### src/rtl/scr1_vec_pkg.sv
// Shared vector-unit types: lane/register geometry, VRF element type,
// write-beat record and the write-port arbiter state encoding.
package scr1_vec_pkg;

    localparam int unsigned SCR1_VEC_LANE = 8;
    localparam int unsigned SCR1_VREG_NUM = 32;
    localparam int unsigned SCR1_VREG_AW  = 5;
    localparam int unsigned SCR1_VRF_EW   = 32;

    typedef logic [SCR1_VRF_EW-1:0] type_scr1_vrf_e_v;

    typedef struct packed {
        logic [SCR1_VREG_AW-1:0]                addr;
        logic [SCR1_VEC_LANE-1:0]               lane_en;
        type_scr1_vrf_e_v [SCR1_VEC_LANE-1:0]   data;
        logic                                   last;
    } type_vrf_wr_beat_s;

    typedef enum logic [1:0] {
        VRF_WR_IDLE     = 2'd0,
        VRF_WR_LOCK_EXU = 2'd1,
        VRF_WR_LOCK_LSU = 2'd2
    } type_vrf_wr_sched_fsm_e;

endpackage

### src/rtl/vrf_wr_sched_if.sv
// Bundle of issue, EXU/LSU writeback, VRF write and scoreboard signals
// around the VRF write-port scheduler.
interface vrf_wr_sched_if
    import scr1_vec_pkg::*;
#(
    parameter int unsigned LANE     = SCR1_VEC_LANE,
    parameter int unsigned VREG_NUM = SCR1_VREG_NUM
);

    logic                            issue_vld;
    logic [SCR1_VREG_AW-1:0]         issue_rs1_addr;
    logic [SCR1_VREG_AW-1:0]         issue_rs2_addr;
    logic [SCR1_VREG_AW-1:0]         issue_rd_addr;
    logic                            issue_rs1_used;
    logic                            issue_rs2_used;
    logic                            issue_rd_used;
    logic                            issue_masked;
    logic                            issue_rdy;

    logic                            exu_wr_vld;
    logic                            exu_wr_rdy;
    logic [SCR1_VREG_AW-1:0]         exu_wr_addr;
    logic [LANE-1:0]                 exu_wr_lane_en;
    type_scr1_vrf_e_v [LANE-1:0]     exu_wr_data;
    logic                            exu_wr_last;

    logic                            lsu_wr_vld;
    logic                            lsu_wr_rdy;
    logic [SCR1_VREG_AW-1:0]         lsu_wr_addr;
    logic [LANE-1:0]                 lsu_wr_lane_en;
    type_scr1_vrf_e_v [LANE-1:0]     lsu_wr_data;
    logic                            lsu_wr_last;

    logic [SCR1_VREG_AW-1:0]         vrf_wr_addr;
    logic [LANE-1:0]                 vrf_wr_wreq;
    type_scr1_vrf_e_v [LANE-1:0]     vrf_wr_wdata;
    logic [VREG_NUM-1:0]             sb_busy;

    modport slave (
        input  issue_vld, issue_rs1_addr, issue_rs2_addr, issue_rd_addr,
        input  issue_rs1_used, issue_rs2_used, issue_rd_used, issue_masked,
        output issue_rdy,
        input  exu_wr_vld, exu_wr_addr, exu_wr_lane_en, exu_wr_data, exu_wr_last,
        output exu_wr_rdy,
        input  lsu_wr_vld, lsu_wr_addr, lsu_wr_lane_en, lsu_wr_data, lsu_wr_last,
        output lsu_wr_rdy,
        output vrf_wr_addr, vrf_wr_wreq, vrf_wr_wdata, sb_busy
    );

    modport master (
        output issue_vld, issue_rs1_addr, issue_rs2_addr, issue_rd_addr,
        output issue_rs1_used, issue_rs2_used, issue_rd_used, issue_masked,
        input  issue_rdy,
        output exu_wr_vld, exu_wr_addr, exu_wr_lane_en, exu_wr_data, exu_wr_last,
        input  exu_wr_rdy,
        output lsu_wr_vld, lsu_wr_addr, lsu_wr_lane_en, lsu_wr_data, lsu_wr_last,
        input  lsu_wr_rdy,
        input  vrf_wr_addr, vrf_wr_wreq, vrf_wr_wdata, sb_busy
    );

endinterface

### src/rtl/vrf_scoreboard.sv
// Per-register busy bits for pending vector writes and the RAW/WAW/mask
// hazard check that gates the issue stage.
module vrf_scoreboard
    import scr1_vec_pkg::*;
#(
    parameter int unsigned VREG_NUM = SCR1_VREG_NUM
) (
    input  logic                    clk,
    input  logic                    rst_n,
    input  logic                    issue_vld_i,
    input  logic [SCR1_VREG_AW-1:0] rs1_addr_i,
    input  logic [SCR1_VREG_AW-1:0] rs2_addr_i,
    input  logic [SCR1_VREG_AW-1:0] rd_addr_i,
    input  logic                    rs1_used_i,
    input  logic                    rs2_used_i,
    input  logic                    rd_used_i,
    input  logic                    masked_i,
    input  logic                    clr_vld_i,
    input  logic [SCR1_VREG_AW-1:0] clr_addr_i,
    output logic                    issue_rdy_o,
    output logic [VREG_NUM-1:0]     busy_o
);

    logic [VREG_NUM-1:0] busy_q;
    logic [VREG_NUM-1:0] busy_d;
    logic                set_vld;

    // Mask operand always lives in v1.
    assign issue_rdy_o = ~(rs1_used_i & busy_q[rs1_addr_i])
                       & ~(rs2_used_i & busy_q[rs2_addr_i])
                       & ~(rd_used_i  & busy_q[rd_addr_i])
                       & ~(masked_i   & busy_q[1]);

    assign set_vld = issue_vld_i & issue_rdy_o & rd_used_i;

    // Set applied after clear: a new writer claiming a register whose stale
    // (non-tracked) write completes this edge must stay busy.
    always_comb begin
        busy_d = busy_q;
        if (clr_vld_i) begin
            busy_d[clr_addr_i] = 1'b0;
        end
        if (set_vld) begin
            busy_d[rd_addr_i] = 1'b1;
        end
    end

    always_ff @(posedge clk or negedge rst_n) begin
        if (!rst_n) begin
            busy_q <= '0;
        end else begin
            busy_q <= busy_d;
        end
    end

    assign busy_o = busy_q;

endmodule

### src/rtl/vrf_wr_sched.sv
// VRF write-port scheduler: burst-locking round-robin arbiter between EXU
// and LSU writeback, one-stage registered write port, hazard scoreboard.
module vrf_wr_sched
    import scr1_vec_pkg::*;
#(
    parameter int unsigned LANE     = SCR1_VEC_LANE,
    parameter int unsigned VREG_NUM = SCR1_VREG_NUM
) (
    input  logic          clk,
    input  logic          rst_n,
    vrf_wr_sched_if.slave bus
);

    type_vrf_wr_sched_fsm_e state_q, state_d;
    logic                   rr_lsu_q, rr_lsu_d;
    logic                   gnt_exu, gnt_lsu, gnt_any, gnt_last;
    type_vrf_wr_beat_s      sel_beat;
    type_vrf_wr_beat_s      beat_q;
    logic                   out_vld_q;
    logic [LANE-1:0]        wreq_mask;

    always_comb begin
        state_d  = state_q;
        rr_lsu_d = rr_lsu_q;
        gnt_exu  = 1'b0;
        gnt_lsu  = 1'b0;
        case (state_q)
            VRF_WR_IDLE: begin
                if (bus.exu_wr_vld && (!bus.lsu_wr_vld || !rr_lsu_q)) begin
                    gnt_exu = 1'b1;
                end else if (bus.lsu_wr_vld) begin
                    gnt_lsu = 1'b1;
                end
            end
            VRF_WR_LOCK_EXU: gnt_exu = bus.exu_wr_vld;
            VRF_WR_LOCK_LSU: gnt_lsu = bus.lsu_wr_vld;
            default:         state_d = VRF_WR_IDLE;
        endcase
        if (gnt_exu) begin
            state_d = bus.exu_wr_last ? VRF_WR_IDLE : VRF_WR_LOCK_EXU;
            if (bus.exu_wr_last) begin
                rr_lsu_d = 1'b1;
            end
        end else if (gnt_lsu) begin
            state_d = bus.lsu_wr_last ? VRF_WR_IDLE : VRF_WR_LOCK_LSU;
            if (bus.lsu_wr_last) begin
                rr_lsu_d = 1'b0;
            end
        end
    end

    always_ff @(posedge clk or negedge rst_n) begin
        if (!rst_n) begin
            state_q  <= VRF_WR_IDLE;
            rr_lsu_q <= 1'b0;
        end else begin
            state_q  <= state_d;
            rr_lsu_q <= rr_lsu_d;
        end
    end

    assign bus.exu_wr_rdy = gnt_exu;
    assign bus.lsu_wr_rdy = gnt_lsu;
    assign gnt_any        = gnt_exu | gnt_lsu;
    assign gnt_last       = gnt_lsu ? bus.lsu_wr_last : bus.exu_wr_last;

    always_comb begin
        sel_beat         = '0;
        sel_beat.addr    = gnt_lsu ? bus.lsu_wr_addr    : bus.exu_wr_addr;
        sel_beat.lane_en = gnt_lsu ? bus.lsu_wr_lane_en : bus.exu_wr_lane_en;
        sel_beat.data    = gnt_lsu ? bus.lsu_wr_data    : bus.exu_wr_data;
        sel_beat.last    = gnt_last;
    end

    // Address/data hold their last value when idle; only wreq is qualified.
    always_ff @(posedge clk or negedge rst_n) begin
        if (!rst_n) begin
            beat_q    <= '0;
            out_vld_q <= 1'b0;
        end else begin
            out_vld_q <= gnt_any;
            if (gnt_any) begin
                beat_q <= sel_beat;
            end
        end
    end

    assign wreq_mask        = {LANE{out_vld_q}};
    assign bus.vrf_wr_addr  = beat_q.addr;
    assign bus.vrf_wr_wreq  = beat_q.lane_en & wreq_mask;
    assign bus.vrf_wr_wdata = beat_q.data;

    vrf_scoreboard #(
        .VREG_NUM (VREG_NUM)
    ) u_scoreboard (
        .clk         (clk),
        .rst_n       (rst_n),
        .issue_vld_i (bus.issue_vld),
        .rs1_addr_i  (bus.issue_rs1_addr),
        .rs2_addr_i  (bus.issue_rs2_addr),
        .rd_addr_i   (bus.issue_rd_addr),
        .rs1_used_i  (bus.issue_rs1_used),
        .rs2_used_i  (bus.issue_rs2_used),
        .rd_used_i   (bus.issue_rd_used),
        .masked_i    (bus.issue_masked),
        .clr_vld_i   (out_vld_q & beat_q.last),
        .clr_addr_i  (beat_q.addr),
        .issue_rdy_o (bus.issue_rdy),
        .busy_o      (bus.sb_busy)
    );

endmodule

### src/flat_wrapper.sv
// flat-port wrapper written by rule: the top's interface ports become plain ports
module vrf_wr_sched_flat import scr1_vec_pkg::*;
#(
    parameter int unsigned LANE     = SCR1_VEC_LANE,
    parameter int unsigned VREG_NUM = SCR1_VREG_NUM
)
  (clk, rst_n, bus_issue_vld, bus_issue_rs1_addr, bus_issue_rs2_addr, bus_issue_rd_addr, bus_issue_rs1_used, bus_issue_rs2_used, bus_issue_rd_used, bus_issue_masked, bus_issue_rdy, bus_exu_wr_vld, bus_exu_wr_addr, bus_exu_wr_lane_en, bus_exu_wr_data, bus_exu_wr_last, bus_exu_wr_rdy, bus_lsu_wr_vld, bus_lsu_wr_addr, bus_lsu_wr_lane_en, bus_lsu_wr_data, bus_lsu_wr_last, bus_lsu_wr_rdy, bus_vrf_wr_addr, bus_vrf_wr_wreq, bus_vrf_wr_wdata, bus_sb_busy);
  vrf_wr_sched_if #(.LANE(LANE), .VREG_NUM(VREG_NUM)) bus_i ();
  input  logic clk;
  input  logic rst_n;
  input wire logic [$bits(bus_i.issue_vld)-1:0] bus_issue_vld;
  input wire logic [$bits(bus_i.issue_rs1_addr)-1:0] bus_issue_rs1_addr;
  input wire logic [$bits(bus_i.issue_rs2_addr)-1:0] bus_issue_rs2_addr;
  input wire logic [$bits(bus_i.issue_rd_addr)-1:0] bus_issue_rd_addr;
  input wire logic [$bits(bus_i.issue_rs1_used)-1:0] bus_issue_rs1_used;
  input wire logic [$bits(bus_i.issue_rs2_used)-1:0] bus_issue_rs2_used;
  input wire logic [$bits(bus_i.issue_rd_used)-1:0] bus_issue_rd_used;
  input wire logic [$bits(bus_i.issue_masked)-1:0] bus_issue_masked;
  output wire logic [$bits(bus_i.issue_rdy)-1:0] bus_issue_rdy;
  input wire logic [$bits(bus_i.exu_wr_vld)-1:0] bus_exu_wr_vld;
  input wire logic [$bits(bus_i.exu_wr_addr)-1:0] bus_exu_wr_addr;
  input wire logic [$bits(bus_i.exu_wr_lane_en)-1:0] bus_exu_wr_lane_en;
  input wire logic [$bits(bus_i.exu_wr_data)-1:0] bus_exu_wr_data;
  input wire logic [$bits(bus_i.exu_wr_last)-1:0] bus_exu_wr_last;
  output wire logic [$bits(bus_i.exu_wr_rdy)-1:0] bus_exu_wr_rdy;
  input wire logic [$bits(bus_i.lsu_wr_vld)-1:0] bus_lsu_wr_vld;
  input wire logic [$bits(bus_i.lsu_wr_addr)-1:0] bus_lsu_wr_addr;
  input wire logic [$bits(bus_i.lsu_wr_lane_en)-1:0] bus_lsu_wr_lane_en;
  input wire logic [$bits(bus_i.lsu_wr_data)-1:0] bus_lsu_wr_data;
  input wire logic [$bits(bus_i.lsu_wr_last)-1:0] bus_lsu_wr_last;
  output wire logic [$bits(bus_i.lsu_wr_rdy)-1:0] bus_lsu_wr_rdy;
  output wire logic [$bits(bus_i.vrf_wr_addr)-1:0] bus_vrf_wr_addr;
  output wire logic [$bits(bus_i.vrf_wr_wreq)-1:0] bus_vrf_wr_wreq;
  output wire logic [$bits(bus_i.vrf_wr_wdata)-1:0] bus_vrf_wr_wdata;
  output wire logic [$bits(bus_i.sb_busy)-1:0] bus_sb_busy;
  assign bus_i.issue_vld = bus_issue_vld;
  assign bus_i.issue_rs1_addr = bus_issue_rs1_addr;
  assign bus_i.issue_rs2_addr = bus_issue_rs2_addr;
  assign bus_i.issue_rd_addr = bus_issue_rd_addr;
  assign bus_i.issue_rs1_used = bus_issue_rs1_used;
  assign bus_i.issue_rs2_used = bus_issue_rs2_used;
  assign bus_i.issue_rd_used = bus_issue_rd_used;
  assign bus_i.issue_masked = bus_issue_masked;
  assign bus_issue_rdy = bus_i.issue_rdy;
  assign bus_i.exu_wr_vld = bus_exu_wr_vld;
  assign bus_i.exu_wr_addr = bus_exu_wr_addr;
  assign bus_i.exu_wr_lane_en = bus_exu_wr_lane_en;
  assign bus_i.exu_wr_data = bus_exu_wr_data;
  assign bus_i.exu_wr_last = bus_exu_wr_last;
  assign bus_exu_wr_rdy = bus_i.exu_wr_rdy;
  assign bus_i.lsu_wr_vld = bus_lsu_wr_vld;
  assign bus_i.lsu_wr_addr = bus_lsu_wr_addr;
  assign bus_i.lsu_wr_lane_en = bus_lsu_wr_lane_en;
  assign bus_i.lsu_wr_data = bus_lsu_wr_data;
  assign bus_i.lsu_wr_last = bus_lsu_wr_last;
  assign bus_lsu_wr_rdy = bus_i.lsu_wr_rdy;
  assign bus_vrf_wr_addr = bus_i.vrf_wr_addr;
  assign bus_vrf_wr_wreq = bus_i.vrf_wr_wreq;
  assign bus_vrf_wr_wdata = bus_i.vrf_wr_wdata;
  assign bus_sb_busy = bus_i.sb_busy;
  vrf_wr_sched #(.LANE(LANE), .VREG_NUM(VREG_NUM)) u_core (.clk(clk), .rst_n(rst_n), .bus(bus_i));
endmodule
### config.mk
export PLATFORM = sky130hd
export DESIGN_NAME = vrf_wr_sched_flat
export DESIGN_NICKNAME = d
export VERILOG_FILES = /design/src/rtl/scr1_vec_pkg.sv /design/src/rtl/vrf_wr_sched_if.sv /design/src/rtl/vrf_scoreboard.sv /design/src/rtl/vrf_wr_sched.sv /design/src/flat_wrapper.sv
export SDC_FILE = /design/constraint.sdc
export NUM_CORES = 1
export LEC_CHECK = 0
export BUFFER_PORTS_ARGS = -buffer_cell sky130_fd_sc_hd__buf_2
export CAP_MARGIN = 20
export CORE_AREA = 2 2 333 335
export CTS_CLUSTER_SIZE = 24
export DETAILED_ROUTE_END_ITERATION = 10
export DIE_AREA = 0 0 335 337
export GPL_TIMING_DRIVEN = 0
export PLACE_DENSITY = 0.37
export SLEW_MARGIN = 20
export SYNTH_ARGS = -nofsm -noshare
export SYNTH_HDL_FRONTEND = slang
export SYNTH_HIERARCHICAL = 1
export SYNTH_SLANG_ARGS = --single-unit
### constraint.sdc
create_clock -name clk -period 2.7 [get_ports clk]
set_input_delay 0.135 -clock clk [delete_from_list [all_inputs] [get_ports clk]]
set_output_delay 0.135 -clock clk [all_outputs]
set_load 0.01 [all_outputs]
==> results of run 1 <==
==> stage by stage <==
step	total power [mW]	setup slack [ps]	util	hold slack, ps
2_1_floorplan	11.5	765	-	-161
3_3_place_gp	15.4	-5560	0.204	359
3_5_place_dp	15.4	259	0.205	11.7
4_1_cts	23.4	8.39	0.269	30.1
5_1_grt	24.5	-88.1	0.270	50.1
6_report	23.2	103	0.270	95.3
==> final timing paths <==
| check | from | to | slack, ps | cells after the start |
|---|---|---|---|---|
| hold reg to reg | u_core/beat_q[263] | u_core/beat_q[263] | 520 | 1 |
| max in group asynchronous | rst_n | u_core/bus.vrf_wr_wdata[108] | 1640 | 4 |
| setup / recovery | u_core/state_q[0] | u_core/bus.vrf_wr_wdata[97] | 100 | 6 |
| hold / removal | rst_n | u_core/bus.vrf_wr_wdata[213] | 100 | 3 |
| min in group clk | bus_issue_rd_addr[3] | u_core/u_scoreboard/busy_o[4] | 100 | 4 |
| setup reg to reg | u_core/state_q[0] | u_core/bus.vrf_wr_wdata[97] | 100 | 6 |
==> routing by layer <==
| metal | global-route usage | wire (um) | share of wire | vias up |
|---|---|---|---|---|
| met5 | 0 | 112 | 0.0012 | - |
| met4 | 0.0518 | 2330 | 0.025 | 14 |
| met3 | 0.0408 | 6110 | 0.066 | 132 |
| met2 | 0.255 | 44700 | 0.48 | 647 |
| met1 | 0.195 | 38900 | 0.42 | 8857 |
| li1 | - | - | - | 8283 |
==> flip-flops by register name, indices dropped and copies added, names as in the netlist <==
| register | flops |
|---|---|
| u_core/rr_lsu_q | 1 |
| u_core/bus.vrf_wr_addr | 5 |
| u_core/u_scoreboard/busy_o | 32 |
| u_core/out_vld_q | 1 |
| u_core/bus.vrf_wr_wdata | 256 |
| u_core/beat_q | 9 |
| u_core/state_q | 2 |
==> final cells by class <==
| type | count | area, um2 | share of cell area |
|---|---|---|---|
| sequential | 306 | 7660 | 0.259 |
| timing repair buffer | 1416 | 9940 | 0.336 |
| clock buffer | 69 | 1320 | 0.0445 |
| buffer | 390 | 2590 | 0.0876 |
| multi-input combinational | 739 | 6060 | 0.205 |
| clock inverter | 7 | 125 | 0.00423 |
| inverter | 6 | 25.0 | 0.000847 |
| tap | 1426 | 1780 | 0.0604 |
| antenna | 19 | 47.5 | 0.00161 |
==> critical path, stage by stage (launching register included) <==
cell and delay [ps]:
dfrtp_1 400, and2b_4 240, nor2_4 350, clkbuf_4 400, buf_2 330, a221o_1 190, dlygate4sd3_1 550
==> logic make-up (layout without fill, tap and decap cells) <==
kind of cell           count (synthesis)  count (layout)  synth area share
and+or+nand+nor                      344             344             0.136
muxes                                 43              43            0.0366
AOI/OAI and AO/OA                    352             352             0.198
DFF                                  306             306             0.470
other                                  0              19                 0
buffers and inverters                396            1888             0.160
==> report_power, final <==
part | switching, mW | total [mW] | internal (mW)
clock | 2.45 | 5.98 | 3.53
sequential | 1.25 | 7.16 | 5.91
combinational | 4.42 | 10.1 | 5.65
total | 8.12 | 23.2 | 15.1
==> repair_timing <==
action | CTS | global route
setup buffers | 3 | 2
endpoints found under the hold margin | 447 | 0
hold buffers | 546 | 0
gates resized for setup | 3 | 10
endpoints found under the setup margin | 1 | 54
pin swaps | 3 | 0
==> cells in the mapped netlist, drive strengths merged (2+ instances only) <==
cell    count
buf       331
dfrtp     306
and3      271
a221o     269
o21ai      65
clkbuf     59
mux2i      27
mux4       13
and2       10
nand3       8
nand3b      8
nor2        8
nand2       7
inv         6
nand2b      5
nand4       5
nor2b       5
o221ai      4
or3         4
mux2        3
nor3        3
or3b        3
a41oi       2
and2b       2
or4         2
==> flow_metrics.py, run 1 <==
metrics = {
    "timing": {
        "skew_ps": 26.5,
        "maxSlewViolCount": 0,
        "finalCriticalPeriod_ps": 2600,
        "hold_viol": 0,
        "max_freq_mhz": 385,
        "finalSetupViolCount": 0,
        "max_slew.worst_pin.slew_ps": 969,
        "finalCritPeriodShare": 0.962,
        "tns_ps": 0,
        "slew_headroom": 0.354,
    },
    "placement": {
        "place_inst": 3732,
        "gp_congestion": 0.838,
        "io_buffers": 861,
        "dpl.hpwl_um": 70300,
        "placed_area_mm2": 0.0225,
    },
    "die": {
        "initial_core_util": 0.149,
        "die_w_um": 335,
        "core_mm2": 0.110,
        "ios": 868,
        "std_cell_rows": 122,
        "die_h_um": 337,
        "die_area_mm2": 0.113,
    },
    "logic_synthesis": {
        "yosys.area.top_type": "dfrtp_1",
        "async_reset_ff_frac": 1.00,
        "syn_nets": 2005,
        "yosys-top-cells-area": "dfrtp_1 47%, a221o_1 17%, buf_4 12%, and3_1 10%, buf_2 1.8%",
        "synth_top_area_share": 0.470,
        "ys_seq_area_frac": 0.470,
        "syn_area_mm2": 0.0163,
        "synth_enable_flop_cells": 0,
        "ys_seq_elements": 306,
        "ys_types": 53,
        "synth_ff_type": "dfrtp_1",
        "postSynthAreaPerCell_um2": 11.3,
        "yosysWarnings": 6,
        "synthCells": 1441,
    },
    "finish": {
        "mostFrequentLayoutCell": "buf_2",
        "finalNonFillerCells": 4378,
        "layout-drive-gt1-share": 0.444,
        "syn_to_final_growth_pct": 81.2,
        "fin_area_mm2": 0.0296,
        "n_fill_cell": 11900,
        "fin_nets": 3466,
        "layout_common_cells": "917 x buf_2, 545 x dlygate4sd3_1, 302 x dfrtp_1",
    },
    "worst_setup_path": {
        "critPathMaxFanout": 10,
        "crit_arrival_ps": 3110,
        "required_ps": 3220,
        "cp-start-kind": "register",
        "crit_path_end_kind": "register",
        "crit_type": "register to register",
    },
    "route": {
        "ant_nets": 0,
        "wl_per_cell_um": 21.0,
        "vias": 17900,
        "drcViolationCount": 0,
        "firstDrtPassIters": 7,
        "finalWirelength_um": 92100,
        "vias_per_cell": 4.10,
        "drt_iter0_drc": 971,
    },
    "grt": {
        "grt_pass1_wl_um": 129000,
        "grtUsageTotal": 0.155,
        "antenna_found_initial": 28,
        "overflow": 0,
        "grt_max_degree": 81,
        "grt_pass1_vias": 18900,
    },
    "clocking": {
        "cts_buffers": 43,
        "cts_num_sinks": 306,
        "cts_tree": "built",
        "clk_pin_slew_ps": 60,
        "insertion_delay_ps": 610,
        "cts-root-buf": "clkbuf_16",
        "cts_buffer_depth": 3,
        "htreeDepth": 2,
    },
    "pwr": {
        "ir_drop_mv": 0.426,
        "power_leakage_nw": 15.0,
        "powerDensity_mw_per_mm2": 785,
    },
    "outcome": {
        "status": "finished, final reports clean",
    },
    "flow_run": {
        "cap_violations": 0,
    },
    "min_path": {
        "hold_path_class": "input pin to asynchronous set/reset pin",
    },
}
Power figures use the tool's default switching activity.
==> run 2, diff against run 1 <==
--- a/config.mk
+++ b/config.mk
@@ -14,5 +14,4 @@
 export GPL_TIMING_DRIVEN = 0
 export PLACE_DENSITY = 0.37
-export SLEW_MARGIN = 20
 export SYNTH_ARGS = -nofsm -noshare
 export SYNTH_HDL_FRONTEND = slang
==> constraint.sdc (replaced) <==
create_clock -name clk -period 2.7 [get_ports clk]
set_input_delay 0.405 -clock clk [delete_from_list [all_inputs] [get_ports clk]]
set_output_delay 0.405 -clock clk [all_outputs]
set_load 0.01 [all_outputs]
==> run 2 against run 1 <==
  * The flow now finishes with violations (setup timing)
  * Hold slack worse by 40 ps
  * Combinational power is 16% lower
  * Setup slack worse by 150 ps
  * Largest power group unchanged
  * Non-clock buffer count is 347 lower
  * Flip-flop and latch count stayed put
  * Routed wire length is 3.2% lower
  * Count of clock-buffer cells in the layout is 4 lower
  * Total power is 8.6% lower
==> flow_metrics.py, run 2 (synthesized netlist as in run 1, its figures left out) <==
metrics = {
    "outcome": {
        "status": "finished, violations left",
        "violations": "setup timing",
    },
    "grt": {
        "grtUsageTotal": 0.149,
        "antenna_found_initial": 28,
        "grt_max_degree": 102,
        "overflow": 0,
        "grt_pass1_vias": 17000,
        "grt_pass1_wl_um": 123000,
    },
    "timing": {
        "max_freq_mhz": 364,
        "rsz0062_at_grt": "true",
        "slew_headroom": 0.306,
        "maxSlewViolCount": 0,
        "hold_viol": 0,
        "skew_ps": 8.32,
        "finalCritPeriodShare": 1.02,
        "finalSetupViolCount": 1,
        "finalCriticalPeriod_ps": 2750,
        "max_slew.worst_pin.slew_ps": 1040,
        "worst_slack_ps": -50.1,
    },
    "finish": {
        "final_util": 0.237,
        "layout_common_cells": "918 x buf_2, 290 x dfrtp_1, 273 x buf_4",
        "largest_reg_flops": 256,
        "fin_area_mm2": 0.0259,
        "fin_nets": 3119,
        "n_fill_cell": 12100,
        "layout-drive-gt1-share": 0.510,
        "syn_to_final_growth_pct": 59.1,
        "mostFrequentLayoutCell": "buf_2",
    },
    "die": {
        "std_cell_rows": 122,
        "initial_core_util": 0.149,
        "die_area_mm2": 0.113,
        "die_w_um": 335,
        "die_h_um": 337,
        "ios": 868,
        "core_mm2": 0.110,
    },
    "route": {
        "wl_per_cell_um": 22.2,
        "finalWirelength_um": 89200,
        "ant_nets": 0,
        "firstDrtPassIters": 5,
        "drcViolationCount": 0,
        "drt_iter0_drc": 974,
        "vias_per_cell": 4.10,
        "vias": 16500,
    },
    "pwr": {
        "powerDensity_mw_per_mm2": 818,
        "p_clk_frac": 0.262,
        "power_leakage_nw": 13.3,
        "p_int_mw": 13.4,
        "combPwrFrac": 0.401,
        "ir_drop_mv": 0.569,
        "swShare": 0.366,
        "power_switching_mw": 7.76,
        "p_seq_frac": 0.337,
    },
    "worst_setup_path": {
        "critPathMaxStageDelay_ps": 480,
        "crit_type": "register to primary output",
        "cpMaxStageDelayCell": "mux4_2",
        "path_cells": "mux4_2 -> mux2i_2 -> nor2b_2 -> o2111ai_4 -> and3_4 -> buf_6",
        "crit_arrival_ps": 2350,
        "cp-start-kind": "register",
        "required_ps": 2300,
        "crit_path_end_kind": "primary output",
        "critPathMaxFanout": 5,
    },
    "placement": {
        "pre_cts_ws_ps": -266,
        "gp_congestion": 0.838,
        "placed_area_mm2": 0.0225,
        "io_buffers": 861,
        "dpl.hpwl_um": 70200,
    },
    "clocking": {
        "cts_num_sinks": 306,
        "cts_tree": "built",
        "insertion_delay_ps": 590,
        "cts_buffer_depth": 3,
        "clk_pin_slew_ps": 60,
        "htreeDepth": 2,
        "cts_buffers": 43,
        "cts-root-buf": "clkbuf_16",
    },
    "flow_run": {
        "cap_violations": 0,
    },
    "min_path": {
        "hold_path_class": "input pin to register",
    },
}
run 2: cell types whose count changed in the layout (fill, tap and decap cells not counted), sizes merged:
cell / previous run / this run
clkbuf: 130 / 121
clkinv: 4 / 6
diode: 19 / 14
clkinvlp: 0 / 2
dlygate4sd3: 545 / 196
bufinv: 2 / 0
buf: 1200 / 1207
run 2: area by class of cell:
type / count / area [um2] / area share
sequential: 306 / 7680 / 0.296
timing repair buffer: 1072 / 6460 / 0.249
multi-input combinational: 739 / 6070 / 0.234
buffer: 387 / 2570 / 0.0991
tap: 1426 / 1780 / 0.0688
clock buffer: 65 / 1250 / 0.0482
clock inverter: 9 / 65.1 / 0.00251
antenna: 14 / 35.0 / 0.00135
inverter: 6 / 25.0 / 0.000965
run 2: timing repair:
action	CTS	global route
hold buffers	196	0
endpoints found under the hold margin	246	0
gates resized for setup	13	12
setup buffers	5	7
pin swaps	5	2
endpoints found under the setup margin	3	2
run 2: worst paths after layout:
path                                           startpoint                              to  slack, ps  depth (start not counted)
setup / recovery           u_core/u_scoreboard/busy_o[30]                   bus_issue_rdy        -50                          6
hold / removal                       bus_lsu_wr_data[172]    u_core/bus.vrf_wr_wdata[172]         50                          2
setup reg to reg                         u_core/out_vld_q   u_core/u_scoreboard/busy_o[4]        440                          5
hold reg to reg                        u_core/beat_q[258]              u_core/beat_q[258]        510                          1
max in group asynchronous                           rst_n  u_core/u_scoreboard/busy_o[30]       1090                          4
min in group asynchronous                           rst_n    u_core/bus.vrf_wr_wdata[244]        340                          2
run 2: metal layers:
metal / GRT usage / share of wire
met5: 0 / 0.0011
met3: 0.0348 / 0.064
met1: 0.192 / 0.43
met2: 0.244 / 0.48
met4: 0.0507 / 0.025
run 2: worst max-delay path: cells and delay by family (launching register included):
family	cells	cell delay (ps)
multiplexers	2	680
flip-flops	1	460
AND/OR/NAND/NOR	2	310
AO/OA/AOI/OAI	1	190
buffers and inverters	1	110
run 2: power by group through the flow:
stage               sequential (mW)  combinational [mW]  clock, mW
floorplan                      6.76                4.79          0
global placement               7.24                8.20          0
detailed placement             7.18                8.20          0
CTS                            7.14                8.53       5.79
global route                   7.33                9.14       5.97
finish                         7.16                8.50       5.55
run 2: metrics by stage:
step           instances  hold slack, ps  power, mW  TNS (ps)
2_1_floorplan       1441             109       11.5         0
3_3_place_gp        3728             496       15.4  -1758970
5_1_grt             4021            14.4       22.4      -165
6_report            4024            54.9       21.2     -50.1
3_5_place_dp        3731             365       15.4      -290
4_1_cts             4004           0.555       21.5      -163
